**config.mk**
```make
export PLATFORM = sky130hd
export DESIGN_NAME = uart_cmd_responder
export DESIGN_NICKNAME = d
export VERILOG_FILES = /design/src/rtl/uart_cmd_responder.sv
export SDC_FILE = /design/constraint.sdc
export NUM_CORES = 1
export LEC_CHECK = 0
export BUFFER_PORTS_ARGS = -buffer_cell sky130_fd_sc_hd__buf_2
export CAP_MARGIN = 40
export CORE_ASPECT_RATIO = 1.25
export CORE_MARGIN = 2
export CORE_UTILIZATION = 30
export CTS_BUF_LIST = sky130_fd_sc_hd__clkbuf_8 sky130_fd_sc_hd__clkbuf_16
export DETAILED_ROUTE_END_ITERATION = 8
export HOLD_SLACK_MARGIN = 0.15
export PLACE_DENSITY_LB_ADDON = 0.08
export SLEW_MARGIN = 20
export SYNTH_ARGS = -nofsm -noshare
export SYNTH_HDL_FRONTEND = slang
export SYNTH_SLANG_ARGS = --single-unit
export TNS_END_PERCENT = 5
```
**constraint.sdc**
```tcl
create_clock -name clk -period 3.7 [get_ports clk]
set_clock_uncertainty 0.05 [all_clocks]
set_input_delay 0.185 -clock clk [delete_from_list [all_inputs] [get_ports clk]]
set_output_delay 0.185 -clock clk [all_outputs]
set_load 0.005 [all_outputs]
```
**src/rtl/uart_cmd_responder.sv**
```systemverilog
// uart_cmd_responder: framed register read/write responder between a UART RX FIFO and a UART TX FIFO.
//   clk, reset (async, active-low)
//   rx_empty/r_data/rd_uart   : RX FIFO read port, r_data valid the cycle after rd_uart
//   tx_full/wr_uart/w_data    : TX FIFO write port
//   reg_out                   : flat register bank, reg k at [8k+7:8k]
//   reg_wr_tick/reg_wr_addr   : registered write notification
//   frame_err                 : one-cycle pulse on bad opcode, bad address or inter-byte timeout
//   busy                      : high outside IDLE
module uart_cmd_responder #(
  parameter int n_regs = 16,
  parameter int timeout_cycles = 100000,
  parameter int n_timeout = 17
) (
  input  logic                  clk,
  input  logic                  reset,
  input  logic                  rx_empty,
  input  logic [7:0]            r_data,
  output logic                  rd_uart,
  input  logic                  tx_full,
  output logic                  wr_uart,
  output logic [7:0]            w_data,
  output logic [8*n_regs-1:0]   reg_out,
  output logic                  reg_wr_tick,
  output logic [7:0]            reg_wr_addr,
  output logic                  frame_err,
  output logic                  busy
);
  typedef enum logic [2:0] {IDLE, OP_LAT, ADDR_WAIT, ADDR_LAT, DATA_WAIT, DATA_LAT, RESP} state_t;
  localparam logic [7:0] op_w = 8'h57;
  localparam logic [7:0] op_r = 8'h52;
  localparam logic [7:0] rsp_k = 8'h4B;
  localparam logic [7:0] rsp_e = 8'h45;
  localparam logic [n_timeout-1:0] cnt_max = n_timeout'(timeout_cycles - 1);
  localparam logic [8:0] regs_lim = 9'(n_regs);
  state_t state_q, state_d;
  logic [n_timeout-1:0] cnt_q, cnt_d;
  logic is_wr_q, is_wr_d;
  logic [7:0] addr_q, addr_d;
  logic [7:0] resp_q, resp_d;
  logic tick_q, tick_d;
  logic [7:0] wr_addr_q, wr_addr_d;
  logic err_q, err_d;
  logic [7:0] regs_q [n_regs];
  logic [7:0] regs_d [n_regs];
  logic [7:0] rd_mux;
  logic r_addr_ok, q_addr_ok;
  // Compare over 9 bits so n_regs = 256 still accepts every 8-bit address.
  assign r_addr_ok = {1'b0, r_data} < regs_lim;
  assign q_addr_ok = {1'b0, addr_q} < regs_lim;
  // Read data is selected by the address byte as it is latched, so the response is ready in RESP.
  always_comb begin
    rd_mux = 8'h00;
    for (int k = 0; k < n_regs; k++)
      if (r_data == 8'(k)) rd_mux = regs_q[k];
  end
  // rd_uart is gated by reset so nothing is pulled from the FIFO while held in reset.
  assign rd_uart = reset && !rx_empty && (state_q == IDLE || state_q == ADDR_WAIT || state_q == DATA_WAIT);
  assign wr_uart = (state_q == RESP) && !tx_full;
  assign w_data = resp_q;
  assign reg_wr_tick = tick_q;
  assign reg_wr_addr = wr_addr_q;
  assign frame_err = err_q;
  assign busy = state_q != IDLE;
  for (genvar k = 0; k < n_regs; k++) begin : g_out
    assign reg_out[8*k +: 8] = regs_q[k];
  end
  always_comb begin
    state_d = state_q;
    cnt_d = cnt_q;
    is_wr_d = is_wr_q;
    addr_d = addr_q;
    resp_d = resp_q;
    tick_d = 1'b0;
    wr_addr_d = wr_addr_q;
    err_d = 1'b0;
    regs_d = regs_q;
    case (state_q)
      IDLE: state_d = rd_uart ? OP_LAT : IDLE;
      OP_LAT: begin
        is_wr_d = r_data == op_w;
        cnt_d = '0;
        state_d = (r_data == op_w || r_data == op_r) ? ADDR_WAIT : RESP;
        resp_d = (r_data == op_w || r_data == op_r) ? resp_q : rsp_e;
        err_d = !(r_data == op_w || r_data == op_r);
      end
      ADDR_WAIT, DATA_WAIT: begin
        // An arriving byte takes priority over an expiring timeout.
        if (!rx_empty) state_d = (state_q == ADDR_WAIT) ? ADDR_LAT : DATA_LAT;
        else if (cnt_q == cnt_max) begin
          state_d = IDLE;
          err_d = 1'b1;
        end else cnt_d = cnt_q + 1'b1;
      end
      ADDR_LAT: begin
        addr_d = r_data;
        cnt_d = '0;
        state_d = is_wr_q ? DATA_WAIT : RESP;
        resp_d = is_wr_q ? resp_q : (r_addr_ok ? rd_mux : rsp_e);
        err_d = !is_wr_q && !r_addr_ok;
      end
      DATA_LAT: begin
        for (int k = 0; k < n_regs; k++)
          if (q_addr_ok && addr_q == 8'(k)) regs_d[k] = r_data;
        tick_d = q_addr_ok;
        wr_addr_d = q_addr_ok ? addr_q : wr_addr_q;
        resp_d = q_addr_ok ? rsp_k : rsp_e;
        err_d = !q_addr_ok;
        state_d = RESP;
      end
      RESP: state_d = tx_full ? RESP : IDLE;
      default: state_d = IDLE;
    endcase
  end
  always_ff @(posedge clk or negedge reset) begin
    if (!reset) begin
      state_q <= IDLE;
      cnt_q <= '0;
      is_wr_q <= 1'b0;
      addr_q <= 8'h00;
      resp_q <= 8'h00;
      tick_q <= 1'b0;
      wr_addr_q <= 8'h00;
      err_q <= 1'b0;
      regs_q <= '{default: 8'h00};
    end else begin
      state_q <= state_d;
      cnt_q <= cnt_d;
      is_wr_q <= is_wr_d;
      addr_q <= addr_d;
      resp_q <= resp_d;
      tick_q <= tick_d;
      wr_addr_q <= wr_addr_d;
      err_q <= err_d;
      regs_q <= regs_d;
    end
  end
endmodule

```
Yosys cells after proc, flatten, opt, wreduce, memory -nomap -nowiden
Cells that the tools add are included.

Mux-type cells: 36. Reduce and logical (&&, ||, !) cells: 56. Equality and inequality tests: 44. Add/sub/neg operators: 1. Order comparisons: 2.

Operator list (number): 8-bit two-way mux (19); 8-bit by 4-bit == test with 1-bit output, second input constant (16); 8-bit by 3-bit == test with 1-bit output, second input constant (8); 17-bit two-way mux (2); 17-bit case mux with 2 select lines (1); 2-bit AND reduction (17); 8-bit by 2-bit == test with 1-bit output, second input constant (4); 8-bit case mux with 3 select lines (1); 1-bit logical AND (20); 3-bit case mux with 6 select lines (1); 17-bit by 1-bit adder with 17-bit output, second input constant (1); 17-bit == test, second input constant (1); 8-bit by 1-bit == test with 1-bit output, second input constant (2); 8-bit by 7-bit == test with 1-bit output, second input constant (2); 8-bit zero test (2); 8-bit by 5-bit less-than comparator with 1-bit output, second input constant (2); 3-bit two-way mux (5); 3-bit == test, second input constant (3); 2-bit != test, second input constant (4); 3-bit by 2-bit == test with 1-bit output, second input constant (2); 1-bit zero test (6); 3-bit AND reduction (2); 3-bit nonzero test (2); 1-bit two-way mux (4); 9 further kinds (12).

Output and inout bits: 149. Input bits: 12. Word-level logic and storage cells: 163. Register bits: 175.

Logic depth before layout (Yosys ltp)
Gate-level depths: netlist of the first run.

Depth in word-level cells: 20. Depth in mapped cells: 9.

Worst setup path before layout of the first run
OpenSTA, ideal clock, no wires.

Path kind: reg2reg. Start point: register addr_q[4]. End point: register regs_q, in the netlist reg_out[84]. Path buffers: 1. Required time: 3525 ps. Setup slack: 1595 ps. Data arrival time: 1930 ps. Period minus slack after synthesis: 2105 ps. Library setup time: 125 ps. Cell stages (with the launch flop): 7. Cell sequence: dfrtp_1 > nor4_4 > and3_1 > buf_2 > nand3b_4 > nor2_2 > mux2_2.

Word-level cells in the longest chain between the ends: 3.

RTL lines: start: declaration (line 38) `logic [7:0] addr_q, addr_d;`; start signal: assignment (line 129) `addr_q <= addr_d;`; 8-bit by 5-bit less-than comparator with 1-bit output / 8-bit by 4-bit == test with 1-bit output (equally long branches) (line 49, 103); 1-bit logical AND * (line 103) `if (q_addr_ok && addr_q == 8'(k)) regs_d[k] = r_data;`; 2-bit AND reduction (no source line) *; end signal: assignment (line 134) `regs_q <= regs_d;`; end: declaration (line 43) `logic [7:0] regs_q [n_regs];`.

Every way passes the cells marked *; elsewhere a longest branch is shown, timed or not. A chain may end at the register's enable or synchronous reset.

Worst setup path in the final report of the first run
Start point: register state_q[2]. End point: register regs_q, in the netlist reg_out[87].

Word-level cells in the longest chain between the ends: 2.

RTL lines: start: declaration (line 35) `state_t state_q, state_d;`; start signal: assignment (line 126) `state_q <= state_d;`; 3-bit == test (line 77) `case (state_q)`; 2-bit AND reduction (no source line).

No other way between the ends.

==> reports/results.tsv, run 1 <==
stage	metric	value	unit
logic_synthesis	synth_cells	731	
worst_setup_path	end_kind	flip-flop	
floorplan	core	0.0284	mm²
worst_setup_path	path_class	reg2reg	
floorplan	die_x	156	µm
layout	n_fill_cell	2821	
floorplan	ios	161	
logic_synthesis	dominantRegCellSynth	dfrtp_1	
cts	clk_latency	0.43	ns
power	p_leak	4.92	nW
layout	syn2layout_area_growth	21.1	%
cts	cts_tree	built	
logic_synthesis	synth_edf_count	0	
worst_setup_path	cp.arrival	3.13	ns
floorplan	start_util	30.5	%
layout	mostFrequentLayoutCell	dfrtp_1	
sta	fin_crit_sh	77.4	%
cts	clkSinkCount	175	
sta	finalSetupTns	0	ns
sta	period_minus_slack	2.86	ns
sta	maxSlewViolCount	0	
logic_synthesis	synth_seq_area_share	50.6	%
worst_setup_path	startpoint_type	flip-flop	
floorplan	dieArea	0.0302	mm²
sta	worstMarginPinSlew	0.787	ns
detailed_routing	via_per_inst	5.33	
cts	path_clk_slew	0.07	ns
logic_synthesis	yosysUniqueCellTypes	70	
sta	hold_violations	0	
floorplan	num_rows	69	
logic_synthesis	async_reset_ff_share	100	%
grt	antenna_found_initial	1	
grt	grt_pass1_vias	7088	
detailed_routing	drt_wl_total	29.8	mm
worst_setup_path	critPathMaxFanout	17	
detailed_routing	firstDrtPassIters	5	
cts	h-tree-depth	4	
layout	final_cell_mix	dfrtp_1 (175), buf_2 (158), mux2_2 (134)	
detailed_routing	wl_per_cell	24.0	µm
flow_run	cap_violations	0	
grt	grtUsageTotal	20.1	%
logic_synthesis	syn_avg_cell_area	11.8	µm²
sta	rsz0062_at_grt	false	
place	port_buffers	160	
power	peakVddDrop	0.248	mV
sta	max_freq	0.349	GHz
cts	cts_buffers	17	
floorplan	die_y	194	µm
sta	maxSlewHeadroom	47.1	%
grt	overflow	0	
power	power	5.18	mW
cts	clockRootBuffer	clkbuf_16	
place	gp_congestion	0.802	
power	powerDensity	494	mW/mm²
run_status	outcome	finished clean	
detailed_routing	drc	0	
logic_synthesis	yosysWarnings	0	
grt	grt_pass1_wl	45.3	mm
detailed_routing	num_vias	6618	
detailed_routing	postRouteAntennaNets	0	
hold_path	min-delay-path-class	in2reg	
logic_synthesis	yosys_register_bits	175	
logic_synthesis	synth_nets	744	
logic_synthesis	synth_area	0.00865	mm²
layout	antenna_cells	0	
detailed_routing	drtIter0Drc	387	
cts	clockBufferDepth	2	
grt	grt_start_max_net_pins	90	
layout	drive_above_1_share	42.4	%
place	hpwl	21.8	mm
sta	setup_viol	0	
worst_setup_path	cp_data_required_time	3.96	ns
layout	layout.nets	886	
## where the power goes
part           internal [mW]  switching [mW]
Clock                   1.03           0.797
Sequential              2.10           0.321
Combinational          0.405           0.520
Total                   3.54            1.64
## synthesized netlist by cell type, types with 3 or more instances
cell type	number	area, µm²
o2111ai_1	3	26.3
mux4_2	8	180
o21ai_0	23	115
nor2_1	24	90.1
a31oi_1	8	50.1
inv_1	12	45.0
nand2_2	6	37.5
nor2b_1	10	62.6
mux2_2	134	1510
a211oi_1	8	60.1
o22ai_1	11	68.8
xnor2_1	7	61.3
nand2b_1	10	62.6
buf_1	3	11.3
a21oi_1	19	95.1
nand2_1	55	206
nor3_1	12	60.1
buf_2	15	75.1
o31ai_1	5	37.5
nand4_1	9	56.3
and2_1	7	43.8
mux2i_1	26	260
nor4_1	8	50.1
nor4_4	4	85.1
clkbuf_1	35	131
and3_1	7	43.8
o211ai_1	9	67.6
dfrtp_1	175	4380
nand3_1	12	60.1
o21a_1	3	22.5
or3_1	6	37.5
a221oi_1	3	26.3
## flip-flops by register name (all words and copies together) (netlist names)
signal       flops
addr_q           8
cnt_q           17
frame_err        1
is_wr_q          1
reg_out        128
reg_wr_addr      8
reg_wr_tick      1
state_q          3
w_data           8
## stage by stage
step | worst slack, ns | hold slack, ns | instances | util (%) | area [µm²]
final | 0.837 | 0.188 | 1241 | 36.9 | 10500
after global routing | 0.749 | 0.224 | 1241 | 36.9 | 10500
after CTS | 0.840 | 0.171 | 1241 | 36.9 | 10500
after detailed placement | 0.876 | 0.0954 | 1207 | 34.7 | 9870
after global placement | 0.858 | 0.267 | 1204 | 34.5 | 9800
after floorplan | 1.60 | -0.161 | 731 | - | 8650
## routing by layer
| layer | track usage (%) | routed length [µm] | vias up |
|---|---|---|---|
| met5 | 0 | 0 | - |
| met4 | 6.49 | 736 | 0 |
| met3 | 3.82 | 1130 | 34 |
| met2 | 34.9 | 15300 | 175 |
| met1 | 25.0 | 12600 | 3447 |
| li1 | - | - | 2962 |
## worst paths after layout
kind	cells after the start	slack (ns)	to	from
max	5	0.84	reg_out[87]	state_q[2]
min	5	0.19	state_q[1]	tx_full
max reg2reg	5	0.84	reg_out[87]	state_q[2]
min reg2reg	2	0.42	reg_wr_addr[2]	reg_wr_addr[2]
max in group asynchronous	3	2.56	reg_out[83]	reset
min in group asynchronous	2	0.20	cnt_q[14]	reset
## what timing repair did
item	4_1_cts	5_1_grt
resized for setup	0	0
hold buffers	2	0
buffers inserted	0	0
endpoints found under the hold margin	117	0
## worst max-delay path, cell delays in order (launching register included)
cell and delay (ns):
dfrtp_1 0.73, nor2b_1 0.38, and3_1 0.38, nand3b_4 0.17, nor2_2 0.61, mux2_2 0.41
## area by class of cell
| cell class | instances | area, µm² | area share [%] |
|---|---|---|---|
| Clock buffer | 19 | 453 | 4.32 |
| Timing Repair Buffer | 177 | 1010 | 9.65 |
| Clock inverter | 13 | 136 | 1.30 |
| Sequential cell | 175 | 4380 | 41.8 |
| Tap cell | 355 | 444 | 4.24 |
| Multi-Input combinational cell | 489 | 4010 | 38.2 |
| Inverter | 13 | 48.8 | 0.466 |
## cell families after synthesis
logic type,share of synthesized area (%)
xor+xnor,0.911
buf+inv,3.17
simple gates,13.3
compound gates,9.07
fa+ha+maj,0.145
mux,22.8
flops,50.6
(Power assumes the default switching activity.)
==> inputs of run 2 (changes only) <==
clock period = 2.7 ns   (was 3.7 ns; I/O delays follow)
==> run 2 against run 1 <==
Final cell count rose by 1.9%. Register-to-register slack got worse by 0.53 ns. Worst setup slack got worse by 0.66 ns. Non-clock buffer count rose by 24. Via count rose by 1.3%. Design area rose by 1.2%. Routed wire length rose by 3.7%. Critical path type is now in2reg. Sequential power rose by 35%. Utilization rose by 0.45 points. First-iteration DRC count fell by 7.0%. Clock-buffer cell count did not move. Largest cell class unchanged.
==> reports/results.tsv, run 2 (synthesis results as in run 1) <==
stage	metric	value	unit	change
worst_setup_path	cp_data_required_time	2.99	ns	-0.97 ns
cts	clockBufferDepth	2		unchanged
worst_setup_path	ff2ff_setup_slack	0.31	ns	-0.53 ns
place	pre_cts_ws	0.158	ns	-0.718 ns
detailed_routing	drc	0		unchanged
worst_setup_path	end_kind	flip-flop		
cts	clk_latency	0.44	ns	about the same
sta	hold_violations	0		unchanged
layout	antenna_cells	0		unchanged
cts	h-tree-depth	4		unchanged
floorplan	dieArea	0.0302	mm²	unchanged
worst_setup_path	cp_num_buf_inv	2		+2
worst_setup_path	r2r_start	state_q[0]		
detailed_routing	wl_met3	1.49	mm	+32%
layout	stdcell_area	0.0106	mm²	+1.2%
sta	max_freq	0.396	GHz	
detailed_routing	wl_met2	15.8	mm	+2.8%
grt	grt_pass1_vias	7039		-0.69%
layout	multi_input_area	0.00401	mm²	unchanged
flow_run	cap_violations	0		unchanged
sta	maxSlewHeadroom	50.1	%	+3.0 points
grt	grtUsageTotal	20.7	%	+0.62 points
worst_setup_path	crit_chain	dlygate4sd3_1 -> buf_2 -> or4_1 -> nor2_1 -> o311ai_0 -> o311a_1 -> o211ai_1		
run_status	outcome	finished clean		
floorplan	num_rows	69		unchanged
worst_setup_path	startpoint_type	primary input		
grt	grt_start_max_net_pins	75		-17%
detailed_routing	wl_met1	12.7	mm	+1.2%
cts	clockRootBuffer	clkbuf_16		
layout	final_cell_mix	dfrtp_1 (175), buf_2 (158), mux2_2 (134)		
detailed_routing	top_layer	met4		
sta	setup_viol	0		unchanged
place	hpwl	22.6	mm	+3.7%
worst_setup_path	path_class	in2reg		
grt	overflow	0		unchanged
worst_setup_path	crit_slowest_cell	or4_1		
cts	postCtsResizedCells	0		unchanged
detailed_routing	wl_per_cell	24.4	µm	+1.8%
worst_setup_path	cp.arrival	2.82	ns	-0.31 ns
detailed_routing	num_vias	6707		+1.3%
sta	rsz0062_at_grt	false		
cts	cts_buffers	17		unchanged
sta	maxSlewViolCount	0		unchanged
power	powerDensity	672	mW/mm²	+36%
sta	period_minus_slack	2.53	ns	
power	peakVddDrop	0.359	mV	+45%
power	p_leak	5.01	nW	+1.9%
worst_setup_path	r2r_end	cnt_q[14]		
layout	largest_register_ffs	128		unchanged
worst_setup_path	cpLargestDelayFamily	simple AND/OR/NAND/NOR gates		
floorplan	ios	161		unchanged
layout	syn2layout_area_growth	22.6	%	
worst_setup_path	critPathMaxFanout	7		-10
cts	clkSinkCount	175		unchanged
floorplan	die_x	156	µm	unchanged
sta	finalSetupTns	0	ns	unchanged
layout	mostFrequentLayoutCell	dfrtp_1		
layout	layout.nets	910		+2.7%
cts	cts_tree	built		
worst_setup_path	r2r_cells	5		unchanged
layout	finish.utilization	37.3	%	+0.45 points
sta	worstMarginPinSlew	0.749	ns	-0.0385 ns
hold_path	min-delay-path-class	in2reg		
hold_path	min-delay-start	r_data[1]		
hold_path	holdPathStages	2		-3
sta	fin_crit_sh	93.5	%	
detailed_routing	postRouteAntennaNets	0		unchanged
layout	drive_above_1_share	43.5	%	+1.0 points
place	gp_congestion	0.835		+4.0%
cts	path_clk_slew	0.07	ns	about the same
grt	antenna_found_initial	0		-1
sta	layout_setup_ws	0.174	ns	-0.663 ns
worst_setup_path	slowest_delay	0.66	ns	-0.07 ns
detailed_routing	drtIter0Drc	360		-7.0%
place	placed_area	0.00998	mm²	+1.2%
place	port_buffers	160		unchanged
detailed_routing	firstDrtPassIters	5		unchanged
detailed_routing	via_per_inst	5.31		-0.50%
floorplan	die_y	194	µm	unchanged
hold_path	holdPathEnd	reg_out[41]		
detailed_routing	drt_wl_total	30.9	mm	+3.7%
grt	grt_pass1_wl	46.5	mm	+2.6%
floorplan	core	0.0284	mm²	unchanged
layout	stdcell_count	1264		+1.9%
layout	n_fill_cell	2835		+0.50%
floorplan	start_util	30.5	%	unchanged
layout	ff_latch_area	0.00438	mm²	unchanged
place	dp.cells	1228		+1.7%
## run 2: cell types whose count changed in the layout (fill, tap and decap cells not counted), sizes merged
cell	delta
buf	+21
clkinvlp	+1
dlygate4sd3	+3
inv	-2
## run 2: power by group
part | total (mW) | leakage, nW | internal [mW] | switching, mW
clock network | 2.46 | 0.279 | 1.40 | 1.07
registers | 3.26 | 2.24 | 2.88 | 0.377
logic | 1.41 | 2.49 | 0.612 | 0.802
## run 2: per-stage QoR
stage | hold WS (ns) | total power [mW]
after floorplan | -0.211 | 4.06
final | 0.177 | 7.13
after global placement | 0.168 | 4.70
after global routing | 0.177 | 7.47
after CTS | 0.176 | 7.23
after detailed placement | 0.181 | 4.73
## run 2: worst register-to-register path, cell delays in order (launching register included)
cell	delay [ns]
dfrtp_1	0.53
nor2b_1	0.50
a21oi_1	0.22
a211oi_1	0.58
a31oi_1	0.16
a41o_1	0.23
## run 2: layout make-up
class / count / area share [%]
tap: 355 / 4.19
clock inverter: 12 / 1.14
clock buffer: 19 / 4.27
inverter: 13 / 0.460
multi-input combinational: 489 / 37.8
sequential: 175 / 41.3
timing repair buffer: 201 / 10.9
## run 2: layer usage
layer | vias up | track usage, %
li1 | 3013 | -
met1 | 3448 | 25.2
met2 | 204 | 35.8
met3 | 42 | 4.58
met4 | 0 | 7.41
met5 | - | 0
## run 2: worst max-delay path by stage
stage          startpoint           to  slack, ns  depth (start not counted)
3_5_place_dp    r_data[5]    w_data[1]       0.16                          6
2_1_floorplan   addr_q[4]  reg_out[84]       0.59                          6
6_report        r_data[4]    w_data[1]       0.17                          7
5_1_grt         r_data[4]    w_data[1]       0.04                          7
3_3_place_gp    r_data[5]    w_data[1]       0.12                          6
4_1_cts         r_data[4]    w_data[1]       0.15                          7
## run 2: repair_timing
item,4_1_cts,5_1_grt
setup endpoints to repair,0,0
setup buffers,0,0
hold buffers,5,0
hold endpoints to repair,76,0
